==> src/rtl/axi_id_remap_pkg.sv <==
// AXI4 channel and port struct types shared by the ID remapper and its users.
// Slave side carries 4-bit IDs, master side 2-bit IDs.
package axi_id_remap_pkg;

  localparam int unsigned AxiAddrWidth   = 32;
  localparam int unsigned AxiDataWidth   = 32;
  localparam int unsigned AxiSlvIdWidth  = 4;
  localparam int unsigned AxiMstIdWidth  = 2;

  typedef logic [AxiAddrWidth-1:0]   axi_addr_t;
  typedef logic [AxiDataWidth-1:0]   axi_data_t;
  typedef logic [AxiDataWidth/8-1:0] axi_strb_t;
  typedef logic [AxiSlvIdWidth-1:0]  axi_slv_id_t;
  typedef logic [AxiMstIdWidth-1:0]  axi_mst_id_t;

  typedef struct packed {
    axi_slv_id_t id;
    axi_addr_t   addr;
    logic [7:0]  len;
    logic [2:0]  size;
    logic [1:0]  burst;
    logic        lock;
    logic [3:0]  cache;
    logic [2:0]  prot;
    logic [3:0]  qos;
  } axi_slv_ax_chan_t;

  typedef struct packed {
    axi_mst_id_t id;
    axi_addr_t   addr;
    logic [7:0]  len;
    logic [2:0]  size;
    logic [1:0]  burst;
    logic        lock;
    logic [3:0]  cache;
    logic [2:0]  prot;
    logic [3:0]  qos;
  } axi_mst_ax_chan_t;

  typedef struct packed {
    axi_data_t data;
    axi_strb_t strb;
    logic      last;
  } axi_w_chan_t;

  typedef struct packed {
    axi_slv_id_t id;
    logic [1:0]  resp;
  } axi_slv_b_chan_t;

  typedef struct packed {
    axi_mst_id_t id;
    logic [1:0]  resp;
  } axi_mst_b_chan_t;

  typedef struct packed {
    axi_slv_id_t id;
    axi_data_t   data;
    logic [1:0]  resp;
    logic        last;
  } axi_slv_r_chan_t;

  typedef struct packed {
    axi_mst_id_t id;
    axi_data_t   data;
    logic [1:0]  resp;
    logic        last;
  } axi_mst_r_chan_t;

  typedef struct packed {
    axi_slv_ax_chan_t aw;
    logic             aw_valid;
    axi_w_chan_t      w;
    logic             w_valid;
    logic             b_ready;
    axi_slv_ax_chan_t ar;
    logic             ar_valid;
    logic             r_ready;
  } axi_slv_req_t;

  typedef struct packed {
    logic            aw_ready;
    logic            ar_ready;
    logic            w_ready;
    axi_slv_b_chan_t b;
    logic            b_valid;
    axi_slv_r_chan_t r;
    logic            r_valid;
  } axi_slv_resp_t;

  typedef struct packed {
    axi_mst_ax_chan_t aw;
    logic             aw_valid;
    axi_w_chan_t      w;
    logic             w_valid;
    logic             b_ready;
    axi_mst_ax_chan_t ar;
    logic             ar_valid;
    logic             r_ready;
  } axi_mst_req_t;

  typedef struct packed {
    logic            aw_ready;
    logic            ar_ready;
    logic            w_ready;
    axi_mst_b_chan_t b;
    logic            b_valid;
    axi_mst_r_chan_t r;
    logic            r_valid;
  } axi_mst_resp_t;

endpackage

==> src/rtl/axi_id_remap_table.sv <==
// One remap table: maps in-flight slave IDs to compact indices and counts
// outstanding transactions per index. Index/full lookup is combinational.
module axi_id_remap_table
  import axi_id_remap_pkg::*;
#(
  parameter int unsigned IdWidth      = 4,
  parameter int unsigned MaxUniqIds   = 4,
  parameter int unsigned MaxTxnsPerId = 4,
  parameter int unsigned IdxWidth     = 2
) (
  input  logic                clk_i,
  input  logic                rst_i,
  input  logic [IdWidth-1:0]  push_id,
  input  logic                push_valid,
  output logic [IdxWidth-1:0] push_idx,
  output logic                push_full,
  input  logic [IdxWidth-1:0] pop_idx,
  input  logic                pop_valid,
  output logic [IdWidth-1:0]  pop_id
);

  localparam int unsigned CntWidth = $clog2(MaxTxnsPerId + 1);

  typedef logic [CntWidth-1:0] cnt_t;
  typedef logic [IdWidth-1:0]  id_t;
  typedef logic [IdxWidth-1:0] idx_t;

  localparam cnt_t CntMax = cnt_t'(MaxTxnsPerId);

  id_t  id_reg  [MaxUniqIds];
  cnt_t cnt_reg [MaxUniqIds];

  logic [MaxUniqIds-1:0] hit;
  logic [MaxUniqIds-1:0] is_free;
  logic [MaxUniqIds-1:0] push_sel;
  logic [MaxUniqIds-1:0] pop_sel;

  for (genvar gi = 0; gi < MaxUniqIds; gi++) begin : gen_entry
    assign is_free[gi]  = (cnt_reg[gi] == '0);
    assign hit[gi]      = ~is_free[gi] & (id_reg[gi] == push_id);
    assign push_sel[gi] = push_valid & ~push_full & (push_idx == idx_t'(gi));
    // A pop on a free entry is illegal; ignoring it keeps the counter from wrapping.
    assign pop_sel[gi]  = pop_valid & ~is_free[gi] & (pop_idx == idx_t'(gi));
  end

  // An ID lives in at most one entry, so a hit always wins over allocating.
  always_comb begin
    push_idx  = '0;
    push_full = 1'b1;
    if (|hit) begin
      for (int i = MaxUniqIds - 1; i >= 0; i--) begin
        if (hit[i]) push_idx = idx_t'(i);
      end
      push_full = (cnt_reg[push_idx] == CntMax);
    end else if (|is_free) begin
      for (int i = MaxUniqIds - 1; i >= 0; i--) begin
        if (is_free[i]) push_idx = idx_t'(i);
      end
      push_full = 1'b0;
    end
  end

  assign pop_id = id_reg[pop_idx];

  always_ff @(posedge clk_i) begin
    for (int i = 0; i < MaxUniqIds; i++) begin
      if (push_sel[i]) id_reg[i] <= push_id;
    end
  end

  always_ff @(posedge clk_i) begin
    if (rst_i) begin
      for (int i = 0; i < MaxUniqIds; i++) cnt_reg[i] <= '0;
    end else begin
      for (int i = 0; i < MaxUniqIds; i++) begin
        if (push_sel[i] && !pop_sel[i]) begin
          cnt_reg[i] <= cnt_reg[i] + cnt_t'(1);
        end else if (pop_sel[i] && !push_sel[i]) begin
          cnt_reg[i] <= cnt_reg[i] - cnt_t'(1);
        end
      end
    end
  end

  always_ff @(posedge clk_i) begin
    if (!rst_i && pop_valid) begin
      assert (!is_free[pop_idx])
        else $error("axi_id_remap_table: response on free entry %0d", pop_idx);
    end
  end

endmodule

==> src/rtl/axi_id_remap.sv <==
// Remaps wide slave-port AXI IDs onto a compact master-port ID space, with
// independent tables for the write (AW/B) and read (AR/R) directions.
module axi_id_remap
  import axi_id_remap_pkg::*;
#(
  parameter int unsigned AxiSlvPortIdWidth    = 4,
  parameter int unsigned AxiSlvPortMaxUniqIds = 4,
  parameter int unsigned AxiMaxTxnsPerId      = 4,
  parameter int unsigned AxiMstPortIdWidth    = 2,
  parameter type slv_req_t  = axi_slv_req_t,
  parameter type slv_resp_t = axi_slv_resp_t,
  parameter type mst_req_t  = axi_mst_req_t,
  parameter type mst_resp_t = axi_mst_resp_t
) (
  input  logic      clk_i,
  input  logic      rst_i,
  input  slv_req_t  slv_req_i,
  output slv_resp_t slv_resp_o,
  output mst_req_t  mst_req_o,
  input  mst_resp_t mst_resp_i
);

  localparam int unsigned IdxWidth =
    (AxiSlvPortMaxUniqIds > 1) ? $clog2(AxiSlvPortMaxUniqIds) : 1;

  typedef logic [IdxWidth-1:0]          idx_t;
  typedef logic [AxiSlvPortIdWidth-1:0] sid_t;

  if (AxiSlvPortMaxUniqIds < 1) begin : gen_bad_uniq
    $error("AxiSlvPortMaxUniqIds must be at least 1");
  end
  if (AxiMaxTxnsPerId < 1) begin : gen_bad_txns
    $error("AxiMaxTxnsPerId must be at least 1");
  end
  if (AxiMstPortIdWidth < $clog2(AxiSlvPortMaxUniqIds)) begin : gen_bad_mst_w
    $error("AxiMstPortIdWidth too narrow for AxiSlvPortMaxUniqIds");
  end

  idx_t aw_idx, ar_idx;
  logic aw_full, ar_full;
  sid_t b_sid, r_sid;
  logic aw_fwd, ar_fwd, aw_push, ar_push, b_pop, r_pop;

  assign aw_fwd  = slv_req_i.aw_valid & ~aw_full;
  assign ar_fwd  = slv_req_i.ar_valid & ~ar_full;
  assign aw_push = aw_fwd & mst_resp_i.aw_ready;
  assign ar_push = ar_fwd & mst_resp_i.ar_ready;
  assign b_pop   = mst_resp_i.b_valid & slv_req_i.b_ready;
  // A read transaction only retires on its final beat.
  assign r_pop   = mst_resp_i.r_valid & slv_req_i.r_ready & mst_resp_i.r.last;

  axi_id_remap_table #(
    .IdWidth      (AxiSlvPortIdWidth),
    .MaxUniqIds   (AxiSlvPortMaxUniqIds),
    .MaxTxnsPerId (AxiMaxTxnsPerId),
    .IdxWidth     (IdxWidth)
  ) i_wr_table (
    .clk_i      (clk_i),
    .rst_i      (rst_i),
    .push_id    (slv_req_i.aw.id),
    .push_valid (aw_push),
    .push_idx   (aw_idx),
    .push_full  (aw_full),
    .pop_idx    (idx_t'(mst_resp_i.b.id)),
    .pop_valid  (b_pop),
    .pop_id     (b_sid)
  );

  axi_id_remap_table #(
    .IdWidth      (AxiSlvPortIdWidth),
    .MaxUniqIds   (AxiSlvPortMaxUniqIds),
    .MaxTxnsPerId (AxiMaxTxnsPerId),
    .IdxWidth     (IdxWidth)
  ) i_rd_table (
    .clk_i      (clk_i),
    .rst_i      (rst_i),
    .push_id    (slv_req_i.ar.id),
    .push_valid (ar_push),
    .push_idx   (ar_idx),
    .push_full  (ar_full),
    .pop_idx    (idx_t'(mst_resp_i.r.id)),
    .pop_valid  (r_pop),
    .pop_id     (r_sid)
  );

  always_comb begin
    mst_req_o          = '0;
    mst_req_o.aw.id    = AxiMstPortIdWidth'(aw_idx);
    mst_req_o.aw.addr  = slv_req_i.aw.addr;
    mst_req_o.aw.len   = slv_req_i.aw.len;
    mst_req_o.aw.size  = slv_req_i.aw.size;
    mst_req_o.aw.burst = slv_req_i.aw.burst;
    mst_req_o.aw.lock  = slv_req_i.aw.lock;
    mst_req_o.aw.cache = slv_req_i.aw.cache;
    mst_req_o.aw.prot  = slv_req_i.aw.prot;
    mst_req_o.aw.qos   = slv_req_i.aw.qos;
    mst_req_o.aw_valid = aw_fwd;
    mst_req_o.w        = slv_req_i.w;
    mst_req_o.w_valid  = slv_req_i.w_valid;
    mst_req_o.b_ready  = slv_req_i.b_ready;
    mst_req_o.ar.id    = AxiMstPortIdWidth'(ar_idx);
    mst_req_o.ar.addr  = slv_req_i.ar.addr;
    mst_req_o.ar.len   = slv_req_i.ar.len;
    mst_req_o.ar.size  = slv_req_i.ar.size;
    mst_req_o.ar.burst = slv_req_i.ar.burst;
    mst_req_o.ar.lock  = slv_req_i.ar.lock;
    mst_req_o.ar.cache = slv_req_i.ar.cache;
    mst_req_o.ar.prot  = slv_req_i.ar.prot;
    mst_req_o.ar.qos   = slv_req_i.ar.qos;
    mst_req_o.ar_valid = ar_fwd;
    mst_req_o.r_ready  = slv_req_i.r_ready;
  end

  always_comb begin
    slv_resp_o          = '0;
    slv_resp_o.aw_ready = mst_resp_i.aw_ready & ~aw_full;
    slv_resp_o.ar_ready = mst_resp_i.ar_ready & ~ar_full;
    slv_resp_o.w_ready  = mst_resp_i.w_ready;
    slv_resp_o.b.id     = b_sid;
    slv_resp_o.b.resp   = mst_resp_i.b.resp;
    slv_resp_o.b_valid  = mst_resp_i.b_valid;
    slv_resp_o.r.id     = r_sid;
    slv_resp_o.r.data   = mst_resp_i.r.data;
    slv_resp_o.r.resp   = mst_resp_i.r.resp;
    slv_resp_o.r.last   = mst_resp_i.r.last;
    slv_resp_o.r_valid  = mst_resp_i.r_valid;
  end

endmodule

==> config.mk <==
export PLATFORM = sky130hd
export DESIGN_NAME = axi_id_remap
export DESIGN_NICKNAME = d
export VERILOG_FILES = /design/src/rtl/axi_id_remap_pkg.sv /design/src/rtl/axi_id_remap_table.sv /design/src/rtl/axi_id_remap.sv
export SDC_FILE = /design/constraint.sdc
export NUM_CORES = 1
export LEC_CHECK = 0
export ABC_AREA = 1
export CAP_MARGIN = 20
export CELL_PAD_IN_SITES_DETAIL_PLACEMENT = 1
export CELL_PAD_IN_SITES_GLOBAL_PLACEMENT = 2
export CORE_AREA = 2 2 215 175
export DETAILED_ROUTE_END_ITERATION = 12
export DIE_AREA = 0 0 217 177
export PLACE_DENSITY_LB_ADDON = 0.1
export SYNTH_ARGS = -nofsm -noshare
export SYNTH_HDL_FRONTEND = slang
export SYNTH_HIERARCHICAL = 1
export SYNTH_SLANG_ARGS = --single-unit
==> constraint.sdc <==
create_clock -name clk_i -period 3 [get_ports clk_i]
set_input_delay 0.6 -clock clk_i [delete_from_list [all_inputs] [get_ports clk_i]]
set_output_delay 0.6 -clock clk_i [all_outputs]
set_load 0.02 [all_outputs]
==> flow_metrics.tcl <==
set metrics [dict create \
    final_max_slew_viol_count 0 \
    tritoncts "done" \
    cts_buffers 5 \
    worst_ep_required_time_ps 3070 \
    route.met3.wl_mm 1.55 \
    p_switching_uw 788 \
    yosysTopAreaCell "edfxtp_1" \
    startpoint "slv_req_i[161]" \
    dpl-instance-area_sq_um 6230 \
    area_growth_pct 22.2 \
    power_frac_seq_pct 39.0 \
    pwr-share-clk_pct 26.3 \
    port_buffers 43 \
    min_path_type "reg2reg" \
    diodes 0 \
    synth_cell_types 39 \
    leakage_nw 2.94 \
    die_width_um 217 \
    fin_setup_tns_ps 0 \
    clk_latency_ps 310 \
    grt_setup_unrepaired "yes" \
    outcome "complete, no violations" \
    clock.fmax_ghz 0.336 \
    synth_top_cells_by_area "edfxtp_1 29%, buf_4 26%, nand2_1 5.3%" \
    synth-seq-cells 56 \
    peakVddDrop_mv 0.195 \
    synth_edf_count 56 \
    clk_root_buffer_cell "clkbuf_16" \
    dpl.cell_count 1134 \
    grt_max_degree 18 \
    antenna_found_initial 0 \
    final_cell_mix "131 x buf_4, 71 x inv_1, 62 x nand2_1, 56 x edfxtp_1" \
    final_common_cell "buf_4" \
    finalPower_mw 2.37 \
    maxCapViolations 0 \
    met2_length_mm 8.63 \
    cp-start-kind "primary input" \
    holdPathEnd "i_rd_table/cnt_reg[0][0]" \
    ys_seq_area_share_pct 29.4 \
    gp_congestion 0.706 \
    setup_viol 0 \
    final_cells 1163 \
    worst_slew_pin_slew_ps 508 \
    crit_fanout 5 \
    num-nets-final 899 \
    fin_crit_ps 2980 \
    cp-end-kind "register" \
    finalCritPeriodShare_pct 99.3 \
    place_ws_ps -958 \
    ys_warn_count 6 \
    num_vias 4174 \
    async_flop_share_pct 0 \
    fin_util_pct 19.2 \
    hold_viol 0 \
    grt_pass1_vias 4479 \
    ys.flop_type "edfxtp_1" \
    core_sq_um 36400 \
    dp_hpwl_mm 16.8 \
    chipHeight_um 177 \
    boundaryPins 422 \
    comb_power_share_pct 34.7 \
    rr_worst_depth 23 \
    drive_gt1_share_pct 47.2 \
    die_area_sq_um 38400 \
    routed_wl_mm 19.8 \
    wire_per_inst_um 17.0 \
    routed.top_layer "met4" \
    drc 0 \
    ant_nets 0 \
    met1Wirelength_mm 8.74 \
    syn_nets 910 \
    fin_area_sq_um 6990 \
    finClkSkew_ps 16.5 \
    sw_frac_of_total_pct 33.2 \
    finalHoldWorstSlack_ps 554 \
    start_util_pct 15.7 \
    clockBufferDepth 2 \
    synth_cells 686 \
    r2r_start "i_rd_table/cnt_reg[3][1]" \
    track_usage_pct 10.1 \
    syn_area_sq_um 5720 \
    maxSlewHeadroom_pct 65.9 \
    drtIter0Drc 104 \
    worstReg2RegEnd "i_rd_table/cnt_reg[1][2]" \
    synth_top_area_share_pct 29.4 \
    syn_area_per_cell_sq_um 8.34 \
    p_int_mw 1.58 \
    arrival_ps 3050 \
    reg2reg_slack_ps 50 \
    path_clk_slew_ps 80 \
    clock_sinks 56 \
    power_density_nw_per_um2 339 \
    via_per_inst 3.59 \
    min_from "i_rd_table/cnt_reg[0][0]" \
    drtPass1Iterations 4 \
    htree_num_levels 2 \
    grt_overflow 0 \
    worstHoldPathCells 1 \
    rows 63 \
    setup_ws_ps 21.0 \
    holdBufCountCts 0 \
    grt_pass1_wl_mm 28.7 \
    path_class "in2reg" \
]
[how the worst max path moves through the flow]
stage / endpoint / slack (ps) / cells past startpoint
final: i_wr_table/cnt_reg[2][2] / 20 / 21
after global routing: i_rd_table/cnt_reg[1][2] / -220 / 23
after CTS: i_rd_table/cnt_reg[0][2] / -120 / 24
after detailed placement: i_rd_table/cnt_reg[2][2] / -960 / 23
after global placement: i_rd_table/cnt_reg[1][2] / -1010 / 23
after floorplan: i_rd_table/cnt_reg[2][2] / -40 / 24
[layout make-up]
class | count | area (sq um)
well taps | 487 | 609
multi-input cells | 334 | 2670
repair buffers | 184 | 1530
flip-flops and latches | 56 | 1680
fillers | 4267 | 29400
clock inverters | 2 | 13.8
inverters | 94 | 355
clock buffers | 6 | 129
[cells by family after synthesis]
logic type,after synthesis,synth area share [%]
AND/OR/NAND/NOR,251,25.0
buffers and inverters,296,32.5
adder cells (fa/ha/maj),12,3.41
XOR/XNOR,27,4.27
flip-flops,56,29.4
AO/OA/AOI/OAI,44,5.36
[power groups by stage]
stage / sequential, mW / combinational (mW) / clock [mW]
after detailed placement: 0.940 / 0.745 / 0
after CTS: 0.925 / 0.799 / 0.673
after global placement: 0.939 / 0.746 / 0
after global routing: 0.931 / 0.901 / 0.698
final: 0.925 / 0.822 / 0.624
after floorplan: 0.936 / 0.748 / 0
[Yosys cell counts (6+ instances only)]
master,instances
a21oi_1,14
a22oi_1,11
buf_4,197
edfxtp_1,56
fa_1,6
ha_1,6
inv_1,79
inv_2,14
nand2_1,80
nand2_2,24
nand2_4,6
nand3_1,37
nand3_2,6
nand4_1,13
nor2_1,36
nor2_2,14
nor2_4,7
nor3_1,10
xnor2_1,13
xor2_1,13
[timing repair]
action | 4_1_cts | 5_1_grt
buffers inserted | 9 | 11
setup endpoints to repair | 89 | 55
pin swaps | 43 | 58
gates resized for setup | 113 | 48
gates cloned | 2 | 0
[critical path, stage by stage]
cell and delay (ps):
buf_2 120, buf_8 140, buf_12 120, xnor2_4 200, nand2_4 90, o21ai_4 190, buf_6 130, nor2_4 40
inv_2 60, nand3_4 80, nand2_2 80, inv_2 30, nand2_2 70, nor2_4 50, nand4_1 130, nand2_2 80
fa_2 360, xor2_2 190, buf_4 130, nor2_1 80, nor2_1 50
[per-layer routing]
layer,vias to the layer above,global-route usage [%]
met5,-,0
met4,0,5.02
met3,68,3.42
met2,158,15.2
met1,1973,13.0
li1,1975,-
Power figures use the tool's default switching activity.
